$ cat src/rtl/uart_rx.sv
// rtl/uart_rx.sv - oversampling UART receiver with a one-byte valid/ready holding register
//
// Recovers 8N1 frames from an asynchronous serial line. Build with
// UART_RX_PARITY_EN defined to expect 8E1 frames and get rx_parity_err.
//
// Parameters:
//   CLKS_PER_BIT  rx_clk cycles per bit (>= 4)
//   HALF_BIT      cycles from start-edge detection to the start-bit mid-sample
// Ports:
//   rx_clk         system clock, rising edge
//   rx_rst         asynchronous active-high reset
//   rx_serial      asynchronous serial input, idles high
//   rx_ready       downstream accepts the held byte this cycle
//   rx_data        last received byte (LSB first on the wire)
//   rx_valid       rx_data holds an unaccepted byte
//   rx_frame_err   one-cycle pulse: stop bit sampled low
//   rx_overrun     one-cycle pulse: completed byte dropped, holding register full
//   rx_parity_err  one-cycle pulse: even-parity mismatch (UART_RX_PARITY_EN only)

module uart_rx #(
  parameter int CLKS_PER_BIT = 434,
  parameter int HALF_BIT     = CLKS_PER_BIT / 2
) (
  input  logic       rx_clk,
  input  logic       rx_rst,
  input  logic       rx_serial,
  input  logic       rx_ready,
  output logic [7:0] rx_data,
  output logic       rx_valid,
  output logic       rx_frame_err,
  output logic       rx_overrun
`ifdef UART_RX_PARITY_EN
  ,
  output logic       rx_parity_err
`endif
);

  localparam int CW = $clog2(CLKS_PER_BIT);
  localparam logic [CW-1:0] CNT_LAST = CW'(CLKS_PER_BIT - 1);
  localparam logic [CW-1:0] CNT_HALF = CW'(HALF_BIT - 1);

  localparam logic [2:0] S_IDLE   = 3'd0;
  localparam logic [2:0] S_START  = 3'd1;
  localparam logic [2:0] S_DATA   = 3'd2;
  localparam logic [2:0] S_STOP   = 3'd4;
  localparam logic [2:0] S_BREAK  = 3'd5;
`ifdef UART_RX_PARITY_EN
  localparam logic [2:0] S_PARITY = 3'd3;
  localparam logic [2:0] S_AFTER_DATA = S_PARITY;
`else
  localparam logic [2:0] S_AFTER_DATA = S_STOP;
`endif

  logic [1:0]    sync_q;
  logic          rxd_s;
  logic [2:0]    state;
  logic [CW-1:0] cnt;
  logic [2:0]    idx;
  logic [7:0]    shreg;
`ifdef UART_RX_PARITY_EN
  logic          par_bit;
`endif

  assign rxd_s = sync_q[1];

  always_ff @(posedge rx_clk or posedge rx_rst) begin
    if (rx_rst) begin
      sync_q       <= 2'b11;
      state        <= S_IDLE;
      cnt          <= '0;
      idx          <= '0;
      shreg        <= 8'h00;
      rx_data      <= 8'h00;
      rx_valid     <= 1'b0;
      rx_frame_err <= 1'b0;
      rx_overrun   <= 1'b0;
`ifdef UART_RX_PARITY_EN
      par_bit       <= 1'b0;
      rx_parity_err <= 1'b0;
`endif
    end else begin
      sync_q       <= {sync_q[0], rx_serial};
      rx_frame_err <= 1'b0;
      rx_overrun   <= 1'b0;
`ifdef UART_RX_PARITY_EN
      rx_parity_err <= 1'b0;
`endif
      // Handshake clears the holding register; a delivery later in this
      // block overrides it so a simultaneous accept+load keeps valid high.
      if (rx_valid && rx_ready) begin
        rx_valid <= 1'b0;
      end

      case (state)
        S_IDLE: begin
          cnt <= '0;
          if (!rxd_s) begin
            state <= S_START;
          end
        end

        S_START: begin
          if (cnt == CNT_HALF) begin
            cnt <= '0;
            idx <= '0;
            // Line back high at mid start bit: a glitch, not a frame.
            state <= rxd_s ? S_IDLE : S_DATA;
          end else begin
            cnt <= cnt + CW'(1);
          end
        end

        S_DATA: begin
          if (cnt == CNT_LAST) begin
            cnt        <= '0;
            shreg[idx] <= rxd_s;
            idx        <= idx + 3'd1;
            if (idx == 3'd7) begin
              state <= S_AFTER_DATA;
            end
          end else begin
            cnt <= cnt + CW'(1);
          end
        end

`ifdef UART_RX_PARITY_EN
        S_PARITY: begin
          if (cnt == CNT_LAST) begin
            cnt     <= '0;
            par_bit <= rxd_s;
            state   <= S_STOP;
          end else begin
            cnt <= cnt + CW'(1);
          end
        end
`endif

        S_STOP: begin
          if (cnt == CNT_LAST) begin
            cnt <= '0;
`ifdef UART_RX_PARITY_EN
            // Reported even when the stop bit is bad; both pulses may coincide.
            rx_parity_err <= ^{shreg, par_bit};
`endif
            if (rxd_s) begin
              state <= S_IDLE;
              if (!rx_valid || rx_ready) begin
                rx_data  <= shreg;
                rx_valid <= 1'b1;
              end else begin
                rx_overrun <= 1'b1;
              end
            end else begin
              rx_frame_err <= 1'b1;
              state        <= S_BREAK;
            end
          end else begin
            cnt <= cnt + CW'(1);
          end
        end

        // Parks a held-low line here so it yields a single frame error.
        S_BREAK: begin
          cnt <= '0;
          if (rxd_s) begin
            state <= S_IDLE;
          end
        end

        default: begin
          state <= S_IDLE;
          cnt   <= '0;
        end
      endcase
    end
  end

endmodule

$ cat config.mk
export PLATFORM = sky130hd
export DESIGN_NAME = uart_rx
export DESIGN_NICKNAME = d
export VERILOG_FILES = /design/src/rtl/uart_rx.sv
export SDC_FILE = /design/constraint.sdc
export NUM_CORES = 1
export LEC_CHECK = 0
export CORE_UTILIZATION = 40
export CTS_CLUSTER_SIZE = 16
export DETAILED_ROUTE_END_ITERATION = 10
export GPL_TIMING_DRIVEN = 0
export PLACE_DENSITY_LB_ADDON = 0.1
export SKIP_CTS_REPAIR_TIMING = 1
export SLEW_MARGIN = 20
export SYNTH_ARGS = -nofsm -noshare
export SYNTH_HDL_FRONTEND = slang
export SYNTH_SLANG_ARGS = --single-unit
$ cat constraint.sdc
create_clock -name rx_clk -period 2.6 [get_ports rx_clk]
set_clock_uncertainty 0.15 [all_clocks]
set_input_delay 0.39 -clock rx_clk [delete_from_list [all_inputs] [get_ports rx_clk]]
set_output_delay 0.39 -clock rx_clk [all_outputs]
set_load 0.02 [all_outputs]
=== Yosys cells after proc, flatten, opt, wreduce, memory -nomap -nowiden ===
Index checks and enable logic that the tools add are counted.

* Word-level logic and storage cells: 67
* Latch bits: 0
* Output and inout port bits: 11
* Memories: 0
* ROM bits: 0
* RAM bits: 0
* Bits of input ports: 4
* Register bits: 36

* Equality and inequality tests: 13
* Reduce and logical (&&, ||, !) cells: 11
* $lt $le $gt $ge: 2
* Add/subtract/negate cells: 2
* Bitwise operators: 0
* Multiplexer cells: 30
* Shifts and indexed selects: 0
* Div/mod/pow operators: 0
* Multipliers: 0

{| class="wikitable"
|+ Operators by type and width
! cell !! number
|-
| two-way mux 3 bit || 9
|-
| two-way mux 9 bit || 2
|-
| case mux 9 bit (2 select lines) || 1
|-
| case mux 3 bit (5 select lines) || 1
|-
| two-way mux 1 bit || 13
|-
| inequality test 2 bit (second input constant) || 6
|-
| adder 9 x 1 -> 9 bit (second input constant) || 1
|-
| equality test 3 bit (second input constant) || 3
|-
| equality test 9 x 8 -> 1 bit (second input constant) || 1
|-
| equality test 9 bit (second input constant) || 1
|-
| bitwise mux 8 bit || 1
|-
| case mux 3 bit (2 select lines) || 1
|-
| AND reduction 6 bit || 1
|-
| < comparator 3 x 4 -> 1 bit (second input constant) || 1
|-
| AND reduction 4 bit || 1
|-
| adder 3 x 1 -> 3 bit (second input constant) || 1
|-
| demux 1 bit (select 3 bit) || 1
|-
| equality test 3 x 1 -> 1 bit (second input constant) || 1
|-
| equality test 3 x 2 -> 1 bit (second input constant) || 1
|-
| greater-or-equal comparator 3 x 1 -> 1 bit (second input constant) || 1
|-
| zero test 3 bit || 1
|-
| AND reduction 3 bit || 1
|-
| logical AND 1 bit || 2
|-
| two-way mux 2 bit || 1
|-
| 5 further kinds || 5
|}

=== Logic depth before layout (Yosys ltp) ===
Gate-level depths: netlist of the first run.

* Depth after elaboration: 6
* Mapped depth: 7
* Mapped depth without buffers: 6

=== Least setup slack after synthesis of the first run ===
Ideal clock, no wire load.

* Kind: reg-to-reg
* From: reg cnt[1]
* To: reg rx_data[0]
* Arrival time: 1.706 ns
* Stages on the path, launching flop included: 8
* Data required time: 2.325 ns
* Period minus slack after synthesis: 1.981 ns
* Buffers on the path: 1
* Path slack: 0.619 ns
* Library setup time: 0.125 ns
* Path through: dfrtp_1 > inv_1 > ha_1 > nand4bb_1 > nor4b_1 > and4b_1 > buf_4 > mux2_2

* Word-level cells in the longest chain between the ends: 2

{| class="wikitable"
|+ RTL lines
! element !! line !! source
|-
| from (decl) || 57 || <nowiki>logic [CW-1:0] cnt;</nowiki>
|-
| from (signal assigned) || 109 || <nowiki>cnt <= cnt + CW'(1);</nowiki>
|-
| from (signal assigned) || 122 || <nowiki>cnt <= cnt + CW'(1);</nowiki>
|-
| from (signal assigned) || 158 || <nowiki>cnt <= cnt + CW'(1);</nowiki>
|-
| equality test 9 bit || 139 || <nowiki>if (cnt == CNT_LAST) begin</nowiki>
|-
| AND reduction 4 bit (no line) || n/a ||
|-
| to (signal assigned) || 148 || <nowiki>rx_data <= shreg;</nowiki>
|-
| to (decl) || 28 || <nowiki>output logic [7:0] rx_data,</nowiki>
|}

Every way passes these cells.
A chain may end at the register's enable or synchronous reset.

=== Worst setup path in the final report of the first run ===
* From: reg cnt[1]
* To: reg rx_data[4]

The elaborated chain is that of the path after synthesis.

==> results.cfg, run 1 <==
[min_path]
hp-class = flop to flop
worstHoldEndpoint = sync_q[1]
min_from = sync_q[0]
hold_depth = 0

[power_and_ir_drop]
swShare_pct = 19.9
p_comb_share_pct = 1.7
p_int_mw = 0.852
p_leak_nw = 0.897
power_density_nw_per_um2 = 533
clock_power_share_pct = 45.3
total_power_mw = 1.06
p_sw_mw = 0.211
irDropWorstVdd_uv = 346
power_frac_seq_pct = 53.0

[yosys]
synth-simple-area-share_pct = 19.7
yosys_warnings = 0
yosysUniqueCellTypes = 35
syn_area_per_cell_um2 = 12.6
synth-compound-area-share_pct = 3.57
synth.net_count = 143
ys_seq_area_share_pct = 53.7
synth_xor_area_share_pct = 4.16
muxShareOfSynthArea_pct = 12.6
synth_top_family_by_area = simple AND/OR/NAND/NOR gates
synthAdderAreaFrac_pct = 3.72
syn_inst = 134
synth_area_um2 = 1680
synth_seq_cells = 36

[cells_and_area]
fin_area_um2 = 1990
nets = 164
syn2layout_area_growth_pct = 18.4
final_util_pct = 49.5
finalNonFillerCells = 206
drive_above_1_share_pct = 17.3
num_antenna_cells = 0

[setup_path]
crit-reg2reg-launch = cnt[1]
ff2ff_setup_slack_ns = 0.36
r2r_end = rx_data[4]
cp_max_fo = 8
crit_type = flop to flop
worstPathRequired_ns = 2.62
r2r_cells = 7
cp.arrival_ns = 2.26
cp-start-kind = flop
crit_path_end_kind = flop

[route]
drc = 0
vias = 1055
wl_mm = 2.83
wl_per_cell_um = 13.7
ant_nets = 0
dr.pass1.iters = 4
via_per_inst = 5.12
drt_iter0_drc = 59

[outcome]
outcome = completed

[cts]
ctsRootBufferMaster = clkbuf_8
cts.htree.levels = 2
clkSinkCount = 36
cts_tree = yes
cts_buffers = 5
worstSkewPairLatency_ns = 0.29
clk_pin_slew_ns = 0.07
cts_buffer_depth = 2

[global_routing]
grt_use_met3_pct = 5.14
grt-busiest-layer = met2
antenna_found_initial = 0
grt_pass1_wl_mm = 5.01
grt_max_degree = 37
grt.overflow.total = 0
grt_pass1_vias = 1068
met1_usage_pct = 19.9
gr-usage-met2_pct = 23.2
grtUsageTotal_pct = 15.7

[timing]
setup_ws_ns = 0.361
worst_hold_slack_ns = 0.209
hold_violations = 0
tightest_slew_ns = 0.742
relSlewSlack_pct = 50.4
fmax_ghz = 0.447
rsz0062_at_grt = no
fin_setup_tns_ns = 0
finalCritPeriodShare_pct = 86.1
min_period_ns = 2.24
setup_viol = 0
final_max_slew_viol_count = 0

[floorplanning]
rows = 23
die_height_um = 66.9
initial_core_util_pct = 41.8
fp.dieW_um = 66.9
die-area_um2 = 4470
core-area_um2 = 4030
boundaryPins = 15

[job]
cap_violations = 0

[placed_design]
place.gp.congestion = 0.736
dpl_worst_slack_ns = 0.346
placedCellCount = 198
dp_hpwl_mm = 1.95
placed_cell_area_um2 = 1890
io_buffer_count = 14
[flip-flops by register name, summed over array words and instances (netlist names)]
register,count
idx,3
state,3
rx_frame_err,1
rx_overrun,1
cnt,9
rx_data,8
sync_q,2
shreg,8
rx_valid,1
[worst max-delay path, stage by stage (launching register included)]
cell	delay, ns
dfrtp_1	0.40
inv_1	0.08
ha_1	0.14
nand4bb_1	0.22
nor4b_1	0.39
and4b_1	0.23
buf_4	0.17
mux2_2	0.35
[per-layer routing]
layer,up-vias,wire length [µm]
li1,516,-
met1,519,1410
met2,15,1260
met3,5,85
met4,0,71
met5,-,0
[synthesized netlist by cell type, drive strengths merged]
cell | number | area, µm²
a21oi | 1 | 5.00
a32o | 2 | 20.0
and2b | 1 | 8.76
and4b | 2 | 20.0
buf | 2 | 12.5
clkbuf | 2 | 8.75
dfrtp | 34 | 851
dfstp | 2 | 52.6
ha | 5 | 62.6
inv | 6 | 22.5
mux2 | 17 | 191
mux2i | 2 | 20.0
nand2 | 7 | 26.3
nand2b | 1 | 6.26
nand3 | 3 | 15.0
nand4 | 4 | 25.0
nand4b | 3 | 26.3
nand4bb | 1 | 11.3
nor2 | 13 | 48.8
nor2b | 2 | 12.5
nor3 | 3 | 15.0
nor3b | 4 | 52.6
nor4b | 4 | 53.8
o21ai | 1 | 5.00
o31a | 1 | 8.76
o31ai | 1 | 12.5
o41ai | 1 | 8.76
or4b | 1 | 10.0
xnor2 | 6 | 52.6
xor2 | 2 | 17.5
[final cells by class]
cell class / count / area (µm²)
Clock buffer: 6 / 72.6
Buffer: 4 / 21.3
Multi-Input combinational cell: 88 / 736
Inverter: 6 / 22.5
Sequential cell: 36 / 903
Fill cell: 373 / 2040
Tap cell: 50 / 62.6
Clock inverter: 2 / 35.0
Timing Repair Buffer: 14 / 140
[power by group through the flow]
stage                     sequential, mW  clock (mW)  combinational (mW)
after floorplan                    0.574           0              0.0108
after global placement             0.574           0              0.0192
after detailed placement           0.574           0              0.0197
after CTS                          0.564       0.500              0.0197
after global routing               0.564       0.517              0.0219
final                              0.564       0.481              0.0184
[kinds of logic (layout without fill, tap and decap cells)]
| logic type | count (synthesis) | after routing |
|---|---|---|
| simple gates | 49 | 49 |
| flops | 36 | 36 |
| mux | 19 | 19 |
| buf+inv | 10 | 32 |
| xor+xnor | 8 | 8 |
| compound gates | 7 | 7 |
| fa+ha+maj | 5 | 5 |
[worst max-delay path by stage]
stage,startpoint,to
after floorplan,cnt[1],rx_data[0]
after global placement,cnt[1],rx_data[0]
after detailed placement,cnt[1],rx_data[4]
after CTS,cnt[1],rx_data[4]
after global routing,cnt[1],rx_data[3]
final,cnt[1],rx_data[4]
[cells in the final DEF (no fill, tap or decap), types with 4 or more instances in the layout]
cell | netlist | final
clkbuf_8 | 0 | 5
clkdlybuf4s50_1 | 0 | 14
dfrtp_1 | 34 | 34
ha_1 | 5 | 5
inv_1 | 6 | 5
mux2_1 | 10 | 10
mux2_2 | 7 | 7
nand2_1 | 7 | 7
nand4_1 | 4 | 4
nor2_1 | 13 | 13
xnor2_1 | 6 | 6
No activity file was read; power rests on OpenSTA's default activity.
==> run 2, diff against run 1 <==
- CORE_MARGIN: unset -> 2
==> run 2 against run 1 <==
Compared with the run above:
- first-iteration DRC count fell by 10%
- largest power group unchanged
- non-clock buffer count stayed put
- maximum frequency is 0.40% lower
- register-to-register slack about the same
- combinational power hardly changed
- highest routed layer unchanged
- critical endpoint is now rx_data[7]
- cell count unchanged
==> results.cfg, run 2 (synthesized netlist as in run 1, its figures left out) <==
[setup_path]
max_stage_delay_ns = 0.40
crit_path_end_kind = flop
cp.arrival_ns = 2.27
crit-reg2reg-launch = cnt[1]
ff2ff_setup_slack_ns = 0.35
worstPathRequired_ns = 2.62
cp_num_buf_inv = 2
critPathSlowestCell = dfrtp_1
cp-start-kind = flop
r2r_end = rx_data[7]
crit_chain = inv_1 -> ha_1 -> nand4bb_1 -> nor4b_1 -> and4b_1 -> buf_4 -> mux2_2
r2r_cells = 7
crit_type = flop to flop
cp_max_fo = 8
crit_family = simple AND/OR/NAND/NOR gates

[floorplanning]
core-area_um2 = 4030
boundaryPins = 15
initial_core_util_pct = 41.8
die-area_um2 = 4740
die_height_um = 68.9
fp.dieW_um = 68.9
rows = 23

[cts]
cts_tree = yes
clk_pin_slew_ns = 0.07
ctsRootBufferMaster = clkbuf_8
worstSkewPairLatency_ns = 0.28
cts.htree.levels = 2
cts_buffers = 5
cts_buffer_depth = 2
clkSinkCount = 36

[min_path]
hold_depth = 0
min_from = sync_q[0]
worstHoldEndpoint = sync_q[1]
hp-class = flop to flop

[global_routing]
grt_max_degree = 37
antenna_found_initial = 0
grtUsageTotal_pct = 14.4
grt_pass1_wl_mm = 4.84
grt.overflow.total = 0
grt_pass1_vias = 1052

[timing]
rsz0062_at_grt = no
fin_setup_tns_ns = 0
hold_violations = 0
setup_ws_ns = 0.352
min_period_ns = 2.25
tightest_slew_ns = 0.730
relSlewSlack_pct = 51.2
setup_viol = 0
final_max_slew_viol_count = 0
fmax_ghz = 0.445
finalCritPeriodShare_pct = 86.5

[route]
vias = 1031
wl_mm = 2.79
drt_iter0_drc = 53
wl_per_cell_um = 13.5
via_per_inst = 5.00
drc = 0
ant_nets = 0
dr.pass1.iters = 4

[power_and_ir_drop]
p_comb_share_pct = 1.8
p_int_mw = 0.784
total_power_mw = 0.980
p_leak_nw = 0.888
power_density_nw_per_um2 = 496
power_frac_seq_pct = 57.5
p_sw_mw = 0.196
clock_power_share_pct = 40.6
swShare_pct = 20.0
irDropWorstVdd_uv = 256

[cells_and_area]
syn2layout_area_growth_pct = 17.4
finalNonFillerCells = 206
largest_register_ffs = 9
nets = 164
top_regs = cnt: 9 flops, rx_data: 8 flops, shreg: 8 flops
fill_cells = 389
final_cell_mix = dfrtp_1, clkdlybuf4s50_1, nor2_1
drive_above_1_share_pct = 16.7
final_common_cell = dfrtp_1
num_antenna_cells = 0
top_register = cnt

[job]
cap_violations = 0

[placed_design]
dp_hpwl_mm = 1.93
dpl_worst_slack_ns = 0.356
io_buffer_count = 14
place.gp.congestion = 0.737
placedCellCount = 198

[outcome]
outcome = completed
[run 2: worst max path at each step]
| stage | from | to | slack (ns) | cells after the start |
|---|---|---|---|---|
| 2_1_floorplan | cnt[1] | rx_data[0] | 0.62 | 7 |
| 5_1_grt | cnt[1] | rx_data[7] | 0.20 | 7 |
| 4_1_cts | cnt[1] | rx_data[7] | 0.33 | 7 |
| 3_5_place_dp | cnt[1] | rx_data[7] | 0.36 | 7 |
| 6_report | cnt[1] | rx_data[7] | 0.35 | 7 |
| 3_3_place_gp | cnt[1] | rx_data[0] | 0.35 | 7 |
[run 2: per-layer routing]
metal / vias up / part of all wire [%] / track usage (%)
met4: 0 / 1.9 / 7.35
met3: 5 / 4.4 / 4.38
li1: 518 / - / -
met2: 18 / 46 / 22.5
met1: 490 / 48 / 18.0
met5: - / 0 / 0
[run 2: final cells by class]
class | count | area (µm²) | area share (%)
plain buffers | 4 | 21.3 | 1.08
clock buffers | 8 | 90.1 | 4.56
inverters | 6 | 22.5 | 1.14
multi-input cells | 88 | 736 | 37.2
flip-flops and latches | 36 | 903 | 45.7
well taps | 50 | 62.6 | 3.17
repair buffers | 14 | 140 | 7.09
[run 2: power groups by stage]
stage,sequential [mW],clock [mW],combinational [mW]
CTS,0.564,0.422,0.0195
floorplan,0.574,0,0.0108
global placement,0.574,0,0.0192
finish,0.564,0.398,0.0181
global route,0.564,0.442,0.0217
detailed placement,0.574,0,0.0195
[run 2: stage by stage]
stage                     hold WS [ns]  cell area (µm²)  utilization [%]
after global routing             0.219             1980             49.0
after global placement           0.199             1890             46.8
final                            0.210             1980             49.0
after detailed placement         0.201             1890             46.8
after CTS                        0.211             1980             49.0
after floorplan                  0.195             1680                -
==> run 3, diff against run 2 <==
- GPL_ROUTABILITY_DRIVEN: unset -> 0
- SKIP_CTS_REPAIR_TIMING: 1 -> unset
- clock period: 2.6 -> 2 ns (I/O delays scaled with it)
==> run 3 against run 2 <==
Compared with the run above:
- the run now ends with setup timing left
- power is 30% higher
- critical path type unchanged
- clock-buffer cell count unchanged
- first-iteration DRC count rose by 17%
- critical path depth stayed put
- via count increased by 6.5%
- register-to-register slack got worse by 0.35 ns
- utilization is 6.6 points higher
- cell area is 13% higher
- die area unchanged
- sequential power grew 30%
- combinational power rose by 34%
- sequential share of layout area down 5.3 points
==> results.cfg, run 3 (synthesized netlist as in run 1, its figures left out) <==
[outcome]
outcome = finished with violations
violations = setup timing

[timing]
finalCritPeriodShare_pct = 100
hold_violations = 0
setup_ws_ns = -0.00168
tightest_slew_ns = 0.737
final_max_slew_viol_count = 0
setup_viol = 1
rsz0062_at_grt = yes
fmax_ghz = 0.500
min_period_ns = 2.00
relSlewSlack_pct = 50.8

[setup_path]
crit_type = flop to flop
ff2ff_setup_slack_ns = -0.002
r2r_end = rx_data[7]
cp-start-kind = flop
crit-reg2reg-launch = cnt[1]
cp_max_fo = 8
worstPathRequired_ns = 2.02
crit_path_end_kind = flop
cp.arrival_ns = 2.02
r2r_cells = 7

[power_and_ir_drop]
p_comb_share_pct = 1.9
power_density_nw_per_um2 = 571
clock_power_share_pct = 40.8
irDropWorstVdd_uv = 330
swShare_pct = 20.3
p_sw_mw = 0.259
p_int_mw = 1.02
power_frac_seq_pct = 57.3
total_power_mw = 1.28
p_leak_nw = 0.994

[route]
wl_mm = 3.07
drt_iter0_drc = 62
drc = 0
via_per_inst = 5.01
ant_nets = 0
vias = 1098
wl_per_cell_um = 14.0
dr.pass1.iters = 4

[floorplanning]
fp.dieW_um = 68.9
die_height_um = 68.9
initial_core_util_pct = 41.8
rows = 23
core-area_um2 = 4030
boundaryPins = 15
die-area_um2 = 4740

[cells_and_area]
top_register = cnt
largest_register_ffs = 9
syn2layout_area_growth_pct = 33.1
fill_cells = 360
nets = 177
drive_above_1_share_pct = 33.1
final_util_pct = 55.6
final_common_cell = dfrtp_1
num_antenna_cells = 0
top_regs = cnt: 9 flops, rx_data: 8 flops, shreg: 8 flops
finalNonFillerCells = 219
final_cell_mix = dfrtp_1, clkdlybuf4s50_1, mux2_4

[job]
cap_violations = 0

[cts]
worstSkewPairLatency_ns = 0.28
ctsRootBufferMaster = clkbuf_8
cts_buffers = 5
cts_buffer_depth = 2
cts_tree = yes
cts.htree.levels = 2
clkSinkCount = 36
clk_pin_slew_ns = 0.07
cts-hold-fix-buffers = 0

[global_routing]
grt_pass1_wl_mm = 5.11
antenna_found_initial = 0
grtUsageTotal_pct = 15.2
grt_pass1_vias = 1092
grt.overflow.total = 0
grt_max_degree = 37

[min_path]
hold_depth = 0
worstHoldEndpoint = sync_q[1]
hp-class = flop to flop
min_from = sync_q[0]

[placed_design]
io_buffer_count = 14
placedCellCount = 198
dpl_worst_slack_ns = -0.244
dp_hpwl_mm = 1.93
run 3: critical path: stages (launching register included):
cell and delay (ns):
dfrtp_1 0.39, inv_2 0.08, ha_4 0.13, nand4bb_4 0.15, nor4b_4 0.27, and4b_1 0.23
buf_6 0.16, mux2_4 0.31
run 3: through the flow:
step / setup TNS [ns] / hold slack (ns) / instance area (µm²)
6_report: -0.00168 / 0.209 / 2240
5_1_grt: -1.49 / 0.219 / 2240
4_1_cts: -0.451 / 0.211 / 2090
3_5_place_dp: -3.20 / 0.201 / 1890
3_3_place_gp: -4.55 / 0.199 / 1890
2_1_floorplan: 0 / 0.154 / 1680
run 3: timing repair:
item,in CTS,in global routing
endpoints found under the setup margin,26,26
gates resized for setup,10,25
pin swaps,4,3
buffers inserted,7,6
run 3: power groups by stage:
stage	Combinational [mW]	Clock (mW)	Sequential, mW
final	0.0242	0.521	0.733
after global routing	0.0285	0.577	0.733
after CTS	0.0253	0.548	0.733
after detailed placement	0.0253	0	0.747
after global placement	0.0250	0	0.747
after floorplan	0.0140	0	0.746
run 3: layout make-up:
type,instances,area (µm²),share of cell area [%]
tap,50,62.6,2.79
buffer,4,31.3,1.40
sequential,36,906,40.4
multi-input combinational,88,878,39.2
inverter,6,22.5,1.01
clock buffer,8,90.1,4.02
timing repair buffer,27,249,11.1
run 3: worst max-delay path by stage:
stage / startpoint / end / slack (ns) / cells after the start
2_1_floorplan: cnt[1] / rx_data[0] / 0.02 / 7
3_3_place_gp: cnt[1] / rx_data[0] / -0.25 / 7
3_5_place_dp: cnt[1] / rx_data[7] / -0.24 / 7
4_1_cts: cnt[1] / rx_data[7] / -0.04 / 7
5_1_grt: cnt[1] / rx_data[7] / -0.11 / 7
6_report: cnt[1] / rx_data[7] / -0.002 / 7
run 3: per-layer routing:
metal	vias up	global-route usage, %	wire [µm]
li1	541	-	-
met1	538	19.0	1450
met2	14	24.0	1460
met3	5	4.38	100
met4	0	7.35	54
met5	-	0	0
